File: config.mk
export PLATFORM = sky130hd
export DESIGN_NAME = hazard_unit
export DESIGN_NICKNAME = d
export VERILOG_FILES = /design/src/rtl/pipeline_pkg.sv /design/src/rtl/hazard_perf_cnt.sv /design/src/rtl/hazard_unit.sv
export SDC_FILE = /design/constraint.sdc
export NUM_CORES = 1
export LEC_CHECK = 0
export BUFFER_PORTS_ARGS = -buffer_cell sky130_fd_sc_hd__buf_2
export CAP_MARGIN = 30
export CORE_AREA = 2 2 60 62
export DETAILED_ROUTE_END_ITERATION = 6
export DIE_AREA = 0 0 62 64
export PLACE_DENSITY = 0.84
export SLEW_MARGIN = 20
export SYNTH_ARGS = -nofsm -noshare
export SYNTH_HDL_FRONTEND = slang
export SYNTH_SLANG_ARGS = --single-unit
File: constraint.sdc
create_clock -name clk -period 2.8 [get_ports clk]
set_input_delay 0.14 -clock clk [delete_from_list [all_inputs] [get_ports clk]]
set_output_delay 0.14 -clock clk [all_outputs]
set_load 0.1 [all_outputs]
File: src/rtl/pipeline_pkg.sv
// Shared pipeline definitions: hazard FSM states, forwarding mux encodings, NOP.
// No logic; constants and types only.
// No flow control.
package pipeline_pkg;

    // Hazard controller states
    typedef enum logic [1:0] {
        ST_RUN      = 2'd0,
        ST_MEM_WAIT = 2'd1,
        ST_ERROR    = 2'd2
    } hazard_state_e;

    // Forwarding mux select encodings used by the EX-stage forwarding unit
    localparam logic [1:0] FWD_REGFILE = 2'b00;
    localparam logic [1:0] FWD_MEM     = 2'b01;
    localparam logic [1:0] FWD_WB      = 2'b10;

    // addi x0, x0, 0
    localparam logic [31:0] NOP_INSTR = 32'h0000_0013;

endpackage

File: src/rtl/hazard_perf_cnt.sv
// Three free-running performance counters advanced by single-cycle strobes.
// Latency: count visible the cycle after the strobe.
// No backpressure; counters wrap modulo 2^CNT_W.
module hazard_perf_cnt #(
    parameter int CNT_W = 32
) (
    input  logic             clk,
    input  logic             reset,
    input  logic             inc_load,
    input  logic             inc_flush,
    input  logic             inc_wait,
    input  logic [CNT_W-1:0] zero_unused_guard,
    output logic [CNT_W-1:0] load_stall_cnt,
    output logic [CNT_W-1:0] flush_cnt,
    output logic [CNT_W-1:0] mem_wait_cnt
);

    // Count each strobe; synchronous clear on reset
    always_ff @(posedge clk) begin
        if (reset) begin
            load_stall_cnt <= zero_unused_guard;
            flush_cnt      <= zero_unused_guard;
            mem_wait_cnt   <= zero_unused_guard;
        end else begin
            if (inc_load)  load_stall_cnt <= load_stall_cnt + 1'b1;
            if (inc_flush) flush_cnt      <= flush_cnt + 1'b1;
            if (inc_wait)  mem_wait_cnt   <= mem_wait_cnt + 1'b1;
        end
    end

endmodule

File: src/rtl/hazard_unit.sv
// Pipeline hazard controller: load-use bubbles, branch flushes, dmem-wait freeze + timeout watchdog.
// Latency: control outputs are combinational from state and same-cycle inputs.
// Backpressure: dmem wait freezes all stage registers; HAZARD_PERF_EN enables perf counters.
module hazard_unit
    import pipeline_pkg::*;
#(
    parameter int MEM_TIMEOUT = 16,
    parameter int CNT_W       = 32
) (
    input  logic             clk,
    input  logic             reset,
    input  logic [4:0]       rs1_id,
    input  logic [4:0]       rs2_id,
    input  logic             use_rs1_id,
    input  logic             use_rs2_id,
    input  logic [4:0]       rd_ex,
    input  logic             MemRead_ex,
    input  logic             branch_taken_ex,
    input  logic             dmem_req_mem,
    input  logic             dmem_ready,
    output logic             pc_write,
    output logic             ifid_write,
    output logic             idex_write,
    output logic             exmem_write,
    output logic             ifid_flush,
    output logic             idex_flush,
    output logic             memwb_bubble,
    output logic             mem_timeout,
    output logic [CNT_W-1:0] load_stall_cnt,
    output logic [CNT_W-1:0] flush_cnt,
    output logic [CNT_W-1:0] mem_wait_cnt
);

    // Wide enough to hold MEM_TIMEOUT itself
    localparam int WAIT_W = $clog2(MEM_TIMEOUT) + 1;

    hazard_state_e     state, state_nxt;
    logic [WAIT_W-1:0] wait_cnt, wait_nxt;
    logic              mem_stall, load_use, active;

    assign mem_stall = dmem_req_mem & ~dmem_ready;
    assign load_use  = MemRead_ex & (rd_ex != 5'd0) &
                       ((use_rs1_id & (rs1_id == rd_ex)) | (use_rs2_id & (rs2_id == rd_ex)));
    assign active    = (state != ST_ERROR);

    // Stage enables/flushes by priority: reset > error > mem stall > branch > load-use
    always_comb begin
        pc_write     = 1'b1;
        ifid_write   = 1'b1;
        idex_write   = 1'b1;
        exmem_write  = 1'b1;
        ifid_flush   = 1'b0;
        idex_flush   = 1'b0;
        memwb_bubble = 1'b0;
        if (reset) begin
            {pc_write, ifid_write, idex_write, exmem_write} = 4'b0000;
            {ifid_flush, idex_flush, memwb_bubble}          = 3'b111;
        end else if (!active || mem_stall) begin
            {pc_write, ifid_write, idex_write, exmem_write} = 4'b0000;
            memwb_bubble                                    = 1'b1;
        end else if (branch_taken_ex) begin
            ifid_flush = 1'b1;
            idex_flush = 1'b1;
        end else if (load_use) begin
            pc_write   = 1'b0;
            ifid_write = 1'b0;
            idex_flush = 1'b1;
        end
    end

    assign mem_timeout = ~reset & (state == ST_ERROR);

    // Next state and consecutive-stall count; the first stall in RUN counts as stall #1
    always_comb begin
        state_nxt = state;
        wait_nxt  = wait_cnt;
        case (state)
            ST_RUN: begin
                if (mem_stall) begin
                    state_nxt = ST_MEM_WAIT;
                    wait_nxt  = wait_cnt + 1'b1;
                end else begin
                    wait_nxt  = '0;
                end
            end
            ST_MEM_WAIT: begin
                if (!mem_stall) begin
                    state_nxt = ST_RUN;
                    wait_nxt  = '0;
                end else begin
                    wait_nxt  = wait_cnt + 1'b1;
                    if (wait_cnt == WAIT_W'(MEM_TIMEOUT - 1)) state_nxt = ST_ERROR;
                end
            end
            ST_ERROR: begin
                state_nxt = ST_ERROR;
            end
            default: begin
                state_nxt = ST_RUN;
                wait_nxt  = '0;
            end
        endcase
    end

    // FSM state and wait counter registers; ERROR is left only through reset
    always_ff @(posedge clk) begin
        if (reset) begin
            state    <= ST_RUN;
            wait_cnt <= '0;
        end else begin
            state    <= state_nxt;
            wait_cnt <= wait_nxt;
        end
    end

`ifdef HAZARD_PERF_EN
    logic inc_load, inc_flush, inc_wait;

    assign inc_wait  = ~reset & active & mem_stall;
    assign inc_flush = ~reset & active & ~mem_stall & branch_taken_ex;
    assign inc_load  = ~reset & active & ~mem_stall & ~branch_taken_ex & load_use;

    hazard_perf_cnt #(.CNT_W(CNT_W)) u_perf (
        .clk               (clk),
        .reset             (reset),
        .inc_load          (inc_load),
        .inc_flush         (inc_flush),
        .inc_wait          (inc_wait),
        .zero_unused_guard ({CNT_W{1'b0}}),
        .load_stall_cnt    (load_stall_cnt),
        .flush_cnt         (flush_cnt),
        .mem_wait_cnt      (mem_wait_cnt)
    );
`else
    assign load_stall_cnt = '0;
    assign flush_cnt      = '0;
    assign mem_wait_cnt   = '0;
`endif

endmodule

==> flow_summary.ini, run 1 <==
[yosys]
synth_warnings = 0
ys_ff_latch = 7
ys.flop_type = dfxtp_1
syn_area_mm2 = 0.00122
ys_types = 28
synth_cells = 158
synth-async-reset-ratio_pct = 0
synth_edf_count = 0
synth.avg_cell_area_um2 = 7.74
synth-seq-area-share_pct = 11.5

[clocking]
holdBufCountCts = 0
cts_tree = done
numCtsBuffers = 3
post-cts-setup-buffers = 0
cts_resized = 0
cts.sinks = 7
clock_latency_ps = 250
htree_levels = 1
path_clk_slew_ps = 60
cts_root_buf = clkbuf_4
clock_path_buffers = 2

[placed_design]
place_congestion = 0.763
numPortBuffers = 30
dp_hpwl_um = 1650
dpl.cell_count = 231

[routing]
drc = 0
vias_per_cell = 3.37
routedWlPerCell_um = 7.76
dr_total_vias = 793
drt_iter0_drc = 22
ant_nets = 0
routed_wl_um = 1820
drt_first_pass_iters = 4

[cells_and_area]
multi_input_area_um2 = 696
nFillCells = 382
antenna_cells = 0
finalNonFillerCells = 235
drive_above_1_share_pct = 20.6
most-common-layout-cells = 96 x conb_1, 30 x buf_2, 8 x xor2_1, 7 x dfxtp_1, 5 x o21ai_0
layout.cells.most_common = conb_1
area_delta_synth_final_pct = -11.0
regArea_um2 = 140
final_nets = 215

[timing]
rsz0062_at_grt = false
finalCritPeriodShare_pct = 66.2
setup_viol = 0
fin_skew_ps = 3.27
finalMaxSlewViolations = 0
period_minus_slack_ps = 1850
hold_viol = 0
holdWs_ps = 138
fin_tns_setup_ps = 0
timing.fmax_mhz = 539

[global_route]
overflow = 0
grt_pass1_wl_um = 2170
grt_pass1_vias = 541
track_usage_pct = 7.06
grt_max_degree = 8
antenna_found_initial = 0

[pwr]
power.density_mw_per_mm2 = 793
p_sw_share_pct = 78.5
vdd_ir_drop_max_mv = 0.207
leakage_nw = 0.628
pwr-share-seq_pct = 11.9
internal_power_mw = 0.185
combPwrFrac_pct = 77.1
clkPwrFrac_pct = 11.0
p_switching_mw = 0.678

[floorplan]
io_pins = 127
die_w_um = 62
core-area_mm2 = 0.00328
dieArea_mm2 = 0.00397
fp.dieH_um = 64
num_rows = 21
start_util_pct = 37.2

[critical_path]
crit_arrival_ps = 1710
criticalPathCategory = in -> out
endpoint_kind = primary output
cp_max_fo = 3
required_ps = 2660
startpoint_type = primary input

[job]
drv_cap = 0

[status]
status = finished clean

[worst_hold_path]
hp-class = in -> reg
-- power by group through the flow --
stage	clock network (mW)	registers (mW)	logic, mW
floorplan	0	0.104	0.740
global placement	0	0.105	0.661
detailed placement	0	0.105	0.662
CTS	0.0969	0.103	0.663
global route	0.0997	0.103	0.681
finish	0.0953	0.103	0.665
-- metal layers --
metal  wire length (um)  vias up  GRT usage [%]
met5                  0        -              0
met1                596      352           7.08
li1                   -      379              -
met2                997       62           13.7
met3                231        0           1.82
met4                  0        0           1.60
-- logic make-up (layout without fill, tap and decap cells) --
logic type	after synthesis	after routing	synth area share, %
buf+inv	102	38	61.4
simple gates	21	21	10.1
compound gates	15	15	7.47
xor+xnor	10	10	7.17
flops	7	7	11.5
fa+ha+maj	2	2	2.05
other cells	1	96	0.307
-- cell usage after synthesis, types with 2 or more instances --
cell type	count	area share [%]
nor3_1	2	0.82
ha_1	2	2.0
a31oi_1	2	1.0
buf_4	98	60
xnor2_1	2	1.4
nand2_1	4	1.2
xor2_1	8	5.7
nor2_1	3	0.92
a21oi_1	3	1.2
nand2b_1	2	1.0
inv_1	4	1.2
nor4_1	2	1.0
dfxtp_1	7	11
o21ai_0	5	2.0
-- through the flow --
step | setup WS (ps) | utilization, % | total power [mW] | cell area (um2)
detailed placement | 947 | 32.3 | 0.767 | 1060
floorplan | -182 | - | 0.844 | 1590
global route | 875 | 33.1 | 0.883 | 1090
CTS | 940 | 33.1 | 0.862 | 1090
global placement | 956 | 32.3 | 0.766 | 1060
finish | 946 | 33.1 | 0.863 | 1090
-- area by class of cell --
type                            instances  share of cell area (%)
Clock buffer                            4                    2.41
Inverter                                4                    1.72
Multi-Input combinational cell        144                    63.9
Sequential cell                         7                    12.9
Tap cell                               46                    5.29
Timing Repair Buffer                   30                    13.8
-- flip-flops by register name, indices dropped and copies added (netlist names) --
| signal | count |
|---|---|
| wait_cnt | 5 |
| state | 2 |
-- worst paths after layout --
check	start	to	cells past startpoint	slack (ps)
max	rd_ex[1]	ifid_write	5	950
min	reset	wait_cnt[0]	2	140
max reg2reg	wait_cnt[0]	state[1]	6	1170
min reg2reg	wait_cnt[4]	wait_cnt[4]	2	450
-- worst max-delay path, cell delays in order --
cell and delay (ps):
buf_2 120, or4_1 510, o21ai_0 320, o31a_1 190
buf_2 430
(Power assumes the default switching activity.)
==> run 2, diff against run 1 <==
ABC_AREA = 1   (was not set)
CORE_AREA = 2 2 66 68   (was 2 2 60 62)
DIE_AREA = 0 0 68 70   (was 0 0 62 64)
PLACE_DENSITY = 0.77   (was 0.84)
clock period = 1.5 ns   (was 2.8 ns; I/O delays follow)
==> run 2 against run 1 <==
Sequential power up 90%. Cell count rose by 22%. Routed wire length is 3.6% higher. Critical path type is now reg -> out. Highest routed layer is now met4.
==> flow_summary.ini, run 2 <==
[yosys]
synth_edf_count = 0
ys.flop_type = dfxtp_1
synthTopCellsByArea = buf_4 55%, dfxtp_1 11%, nand2_1 10%
synth_most_common_cell = buf_4
synth-seq-area-share_pct = 10.5
synth-async-reset-ratio_pct = 0
synth_warnings = 0
synth_top_area_cell = buf_4
ys_ff_latch = 7
ys_top_cells_by_count = 98 x buf_4, 36 x nand2_1, 17 x inv_1, 10 x nor2_1, 9 x inv_2
syn_area_mm2 = 0.00133
synth.avg_cell_area_um2 = 6.57
netlist.area_leader.share_pct = 55.2
synth_cells = 203
ys_types = 24

[critical_path]
criticalPathCategory = reg -> out
crit_chain = inv_2, nor2_1, inv_2, nand2_4, nor2_4, nand2_2, clkinvlp_4, buf_12
cpPeakStageDelay_ps = 330
r2r-start = wait_cnt[0]
required_ps = 1420
startpoint = state[1]
cpMostUsedCell = inv_2
endpoint_kind = primary output
cp_max_fo = 4
startpoint_type = flop
crit_arrival_ps = 1300
worst_path_max_delay_cell = dfxtp_2

[global_route]
grt_pass1_vias = 690
overflow = 0
antenna_found_initial = 0
track_usage_pct = 7.33
grt_pass1_wl_um = 2700
grt_max_degree = 6

[pwr]
vdd_ir_drop_max_mv = 0.519
power.density_mw_per_mm2 = 1320
leakage_nw = 0.832

[floorplan]
core-area_mm2 = 0.00414
dieArea_mm2 = 0.00476
num_rows = 24
start_util_pct = 32.2
fp.dieH_um = 70
io_pins = 127
die_w_um = 68

[placed_design]
dp_slack_ps = 241
dpl_cell_area_mm2 = 0.00130
numPortBuffers = 30
place_congestion = 0.824
dp_hpwl_um = 1760

[timing]
rsz0062_at_grt = false
holdWs_ps = 146
period_minus_slack_ps = 1370
fin_tns_setup_ps = 0
timing.fmax_mhz = 729
fin_skew_ps = 0.398
finalMaxSlewViolations = 0
hold_viol = 0
finalCritPeriodShare_pct = 91.4
setup_viol = 0
finalWorstSetupSlack_ps = 129

[cells_and_area]
drive_above_1_share_pct = 23.0
regArea_um2 = 143
design_area_mm2 = 0.00135
final_nets = 261
most-common-layout-cells = 96 x conb_1, 34 x nand2_1, 22 x buf_2, 16 x inv_1, 10 x nor2_1
nFillCells = 469
multi_input_area_um2 = 734
layout.cells.most_common = conb_1
area_delta_synth_final_pct = 1.50
registers.top_by_ff_count = wait_cnt
antenna_cells = 0
largest_reg_flops = 5
reg.largest.list = wait_cnt x5, state x2

[routing]
ant_nets = 0
drt_iter0_drc = 14
routed_wl_um = 1890
drc = 0
drt_first_pass_iters = 4
vias_per_cell = 3.26
dr_total_vias = 935
routedWlPerCell_um = 6.59

[clocking]
numCtsBuffers = 3
cts_tree = done
path_clk_slew_ps = 40
clock_latency_ps = 220
htree_levels = 1
clock_path_buffers = 2
cts.sinks = 7
cts_root_buf = clkbuf_8

[worst_hold_path]
min_from = reset
hp-class = in -> reg

[job]
drv_cap = 0

[status]
status = finished clean
[run 2: final cells by class]
cell class                 count  share of cell area [%]
multi-input combinational    167                    54.3
timing repair buffer          31                    19.6
sequential                     7                    10.5
inverter                      26                    7.49
tap                           52                    4.81
clock buffer                   4                    3.33
[run 2: repair_timing]
action / in CTS / in global routing
resized for setup: 0 / 1
setup buffers: 0 / 1
hold buffers: 0 / 0
setup endpoints to repair: 0 / 3
[run 2: worst max-delay path, delay by kind of cell, from the launching register on]
family | cells | cell delay, ps
buf+inv | 4 | 420
simple gates | 4 | 310
flops | 1 | 330
[run 2: routing by layer]
metal  up-vias  wire length, um  global-route usage (%)
li1        477                -                       -
met1       391              649                    7.86
met2        63              950                    12.9
met3         4              253                    1.45
met4         0               36                    4.00
met5         -                0                       0
[run 2: cells by family (layout without fill, tap and decap cells)]
logic type | after synthesis | after routing | share of synthesized area, %
AOI/OAI and AO/OA | 10 | 10 | 4.97
xor gates and xnor gates | 2 | 2 | 1.31
adders and majority gates | 2 | 2 | 1.88
buffers and inverters | 124 | 61 | 62.5
DFF | 7 | 7 | 10.5
other | 1 | 96 | 0.281
and+or+nand+nor | 57 | 57 | 18.6
[run 2: final timing paths]
kind,endpoint,slack [ps],cells after the start
worst max register to register,state[1],230,6
worst min register to register,state[0],440,1
worst min-delay path,state[1],150,2
worst max-delay path,ifid_write,130,8
[run 2: report_power, final]
group / total [mW] / switching, mW / internal [mW]
clock network: 0.263 / 0.0796 / 0.184
logic: 1.33 / 1.23 / 0.107
registers: 0.196 / 0.00396 / 0.192
[run 2: through the flow]
step	util (%)	std cells	total power, mW
finish	32.7	287	1.79
global route	32.7	287	1.85
CTS	32.4	286	1.79
detailed placement	31.3	282	1.53
global placement	31.3	282	1.52
floorplan	-	298	1.62
==> run 3, diff against run 2 <==
RECOVER_POWER = 50   (was not set)
==> run 3 against run 2 <==
Sequential share of layout area is 0.098 points higher. First-iteration DRC count stayed put. Worst setup slack hardly changed. Die area stayed put. Combinational power hardly changed. Utilization is 0.30 points lower. Clock power hardly changed. Worst hold slack hardly changed. Sequential power hardly changed. Via count is 0.11% lower. Critical endpoint unchanged.
==> flow_summary.ini, run 3 (synthesized netlist as in run 2, its figures left out) <==
[cells_and_area]
multi_input_area_um2 = 734
drive_above_1_share_pct = 23.0
final_nets = 261
area_delta_synth_final_pct = 0.563
nFillCells = 471
design_area_mm2 = 0.00134
reg.largest.list = wait_cnt x5, state x2
largest_reg_flops = 5
registers.top_by_ff_count = wait_cnt
antenna_cells = 0
most-common-layout-cells = 96 x conb_1, 34 x nand2_1, 22 x buf_2, 16 x inv_1, 10 x nor2_1
finalNonFillerCells = 287
layout.cells.most_common = conb_1
regArea_um2 = 143

[placed_design]
dp_slack_ps = 241
numPortBuffers = 30
place_congestion = 0.824
dpl_cell_area_mm2 = 0.00130
dpl.cell_count = 282
dp_hpwl_um = 1760

[critical_path]
worstRegToRegCells = 6
startpoint_type = flop
cp_max_fo = 4
cpMostUsedCell = inv_2
r2r_end = state[1]
required_ps = 1420
worst_path_max_delay_cell = dfxtp_2
cpPeakStageDelay_ps = 330
path_buf_inv = 4
crit_chain = inv_2, nor2_1, inv_2, nand2_4, nor2_4, nand2_2, clkinvlp_4, buf_12
criticalPathCategory = reg -> out
endpoint_kind = primary output
crit_arrival_ps = 1300
cp_top_family = buffers and inverters
worstSetupPathDepth = 8
rrSetupSlack_ps = 230
r2r-start = wait_cnt[0]

[timing]
fin_skew_ps = 0.398
hold_viol = 0
finalWorstSetupSlack_ps = 129
period_minus_slack_ps = 1370
holdWs_ps = 146
finalCritPeriodShare_pct = 91.4
finalMaxSlewViolations = 0
rsz0062_at_grt = false
setup_viol = 0
timing.fmax_mhz = 729

[clocking]
clock_latency_ps = 220
htree_levels = 1
numCtsBuffers = 3
holdBufCountCts = 0
cts.sinks = 7
path_clk_slew_ps = 40
cts_root_buf = clkbuf_8
clock_path_buffers = 2
cts_tree = done

[global_route]
grt_max_degree = 6
grt_pass1_vias = 690
overflow = 0
track_usage_pct = 7.33
grt_pass1_wl_um = 2700
antenna_found_initial = 0

[floorplan]
die_w_um = 68
dieArea_mm2 = 0.00476
core-area_mm2 = 0.00414
start_util_pct = 32.2
io_pins = 127
fp.dieH_um = 70
num_rows = 24

[pwr]
power_mw = 1.79
power.density_mw_per_mm2 = 1330
leakage_nw = 0.827
vdd_ir_drop_max_mv = 0.519

[worst_hold_path]
hp-class = in -> reg
min_from = reset
whs_endpoint = state[1]
hold-path-cell-count = 2

[routing]
vias_per_cell = 3.25
ant_nets = 0
drt_iter0_drc = 14
dr_total_vias = 934
drc = 0
drt_first_pass_iters = 4
routed_wl_um = 1900
routedWlPerCell_um = 6.60

[status]
status = finished clean

[job]
drv_cap = 0
-- run 3: changes by cell type in the layout (fill, tap and decap cells not counted) --
cell,previous run,this run
clkbuf_4,1,2
buf_12,7,6
-- run 3: area by class of cell --
cell class	instances	share of cell area [%]
tap	52	4.85
sequential	7	10.6
timing repair buffer	31	18.8
multi-input combinational	167	54.8
inverter	26	7.56
clock buffer	4	3.36
-- run 3: routing by layer --
metal,track usage (%),vias to the layer above,part of all wire [%]
li1,-,477,-
met1,7.86,390,34
met2,12.9,63,50
met3,1.45,4,14
met4,4.00,0,1.9
met5,0,-,0
-- run 3: worst max path at each step --
stage	from	endpoint	slack, ps
floorplan	state[1]	pc_write	-420
CTS	state[1]	ifid_write	20
global placement	wait_cnt[0]	state[1]	270
detailed placement	wait_cnt[0]	state[1]	240
global route	state[1]	pc_write	50
finish	state[1]	ifid_write	130
-- run 3: power by group --
group          total [mW]  switching (mW)  leakage, nW  internal, mW
Combinational        1.33            1.23        0.746         0.102
Clock               0.263          0.0796       0.0228         0.184
Sequential          0.196         0.00395       0.0577         0.192
Total                1.79            1.31        0.827         0.477
-- run 3: metrics by stage --
| stage | setup TNS, ps | util, % |
|---|---|---|
| after CTS | 0 | 32.4 |
| after global placement | 0 | 31.3 |
| after floorplan | -1100 | - |
| after detailed placement | 0 | 31.3 |
| final | 0 | 32.4 |
| after global routing | 0 | 32.4 |
-- run 3: what timing repair did --
action                                  4_1_cts  5_1_grt
buffers inserted                              0        1
gates resized for setup                       0        1
endpoints found under the setup margin        0        3
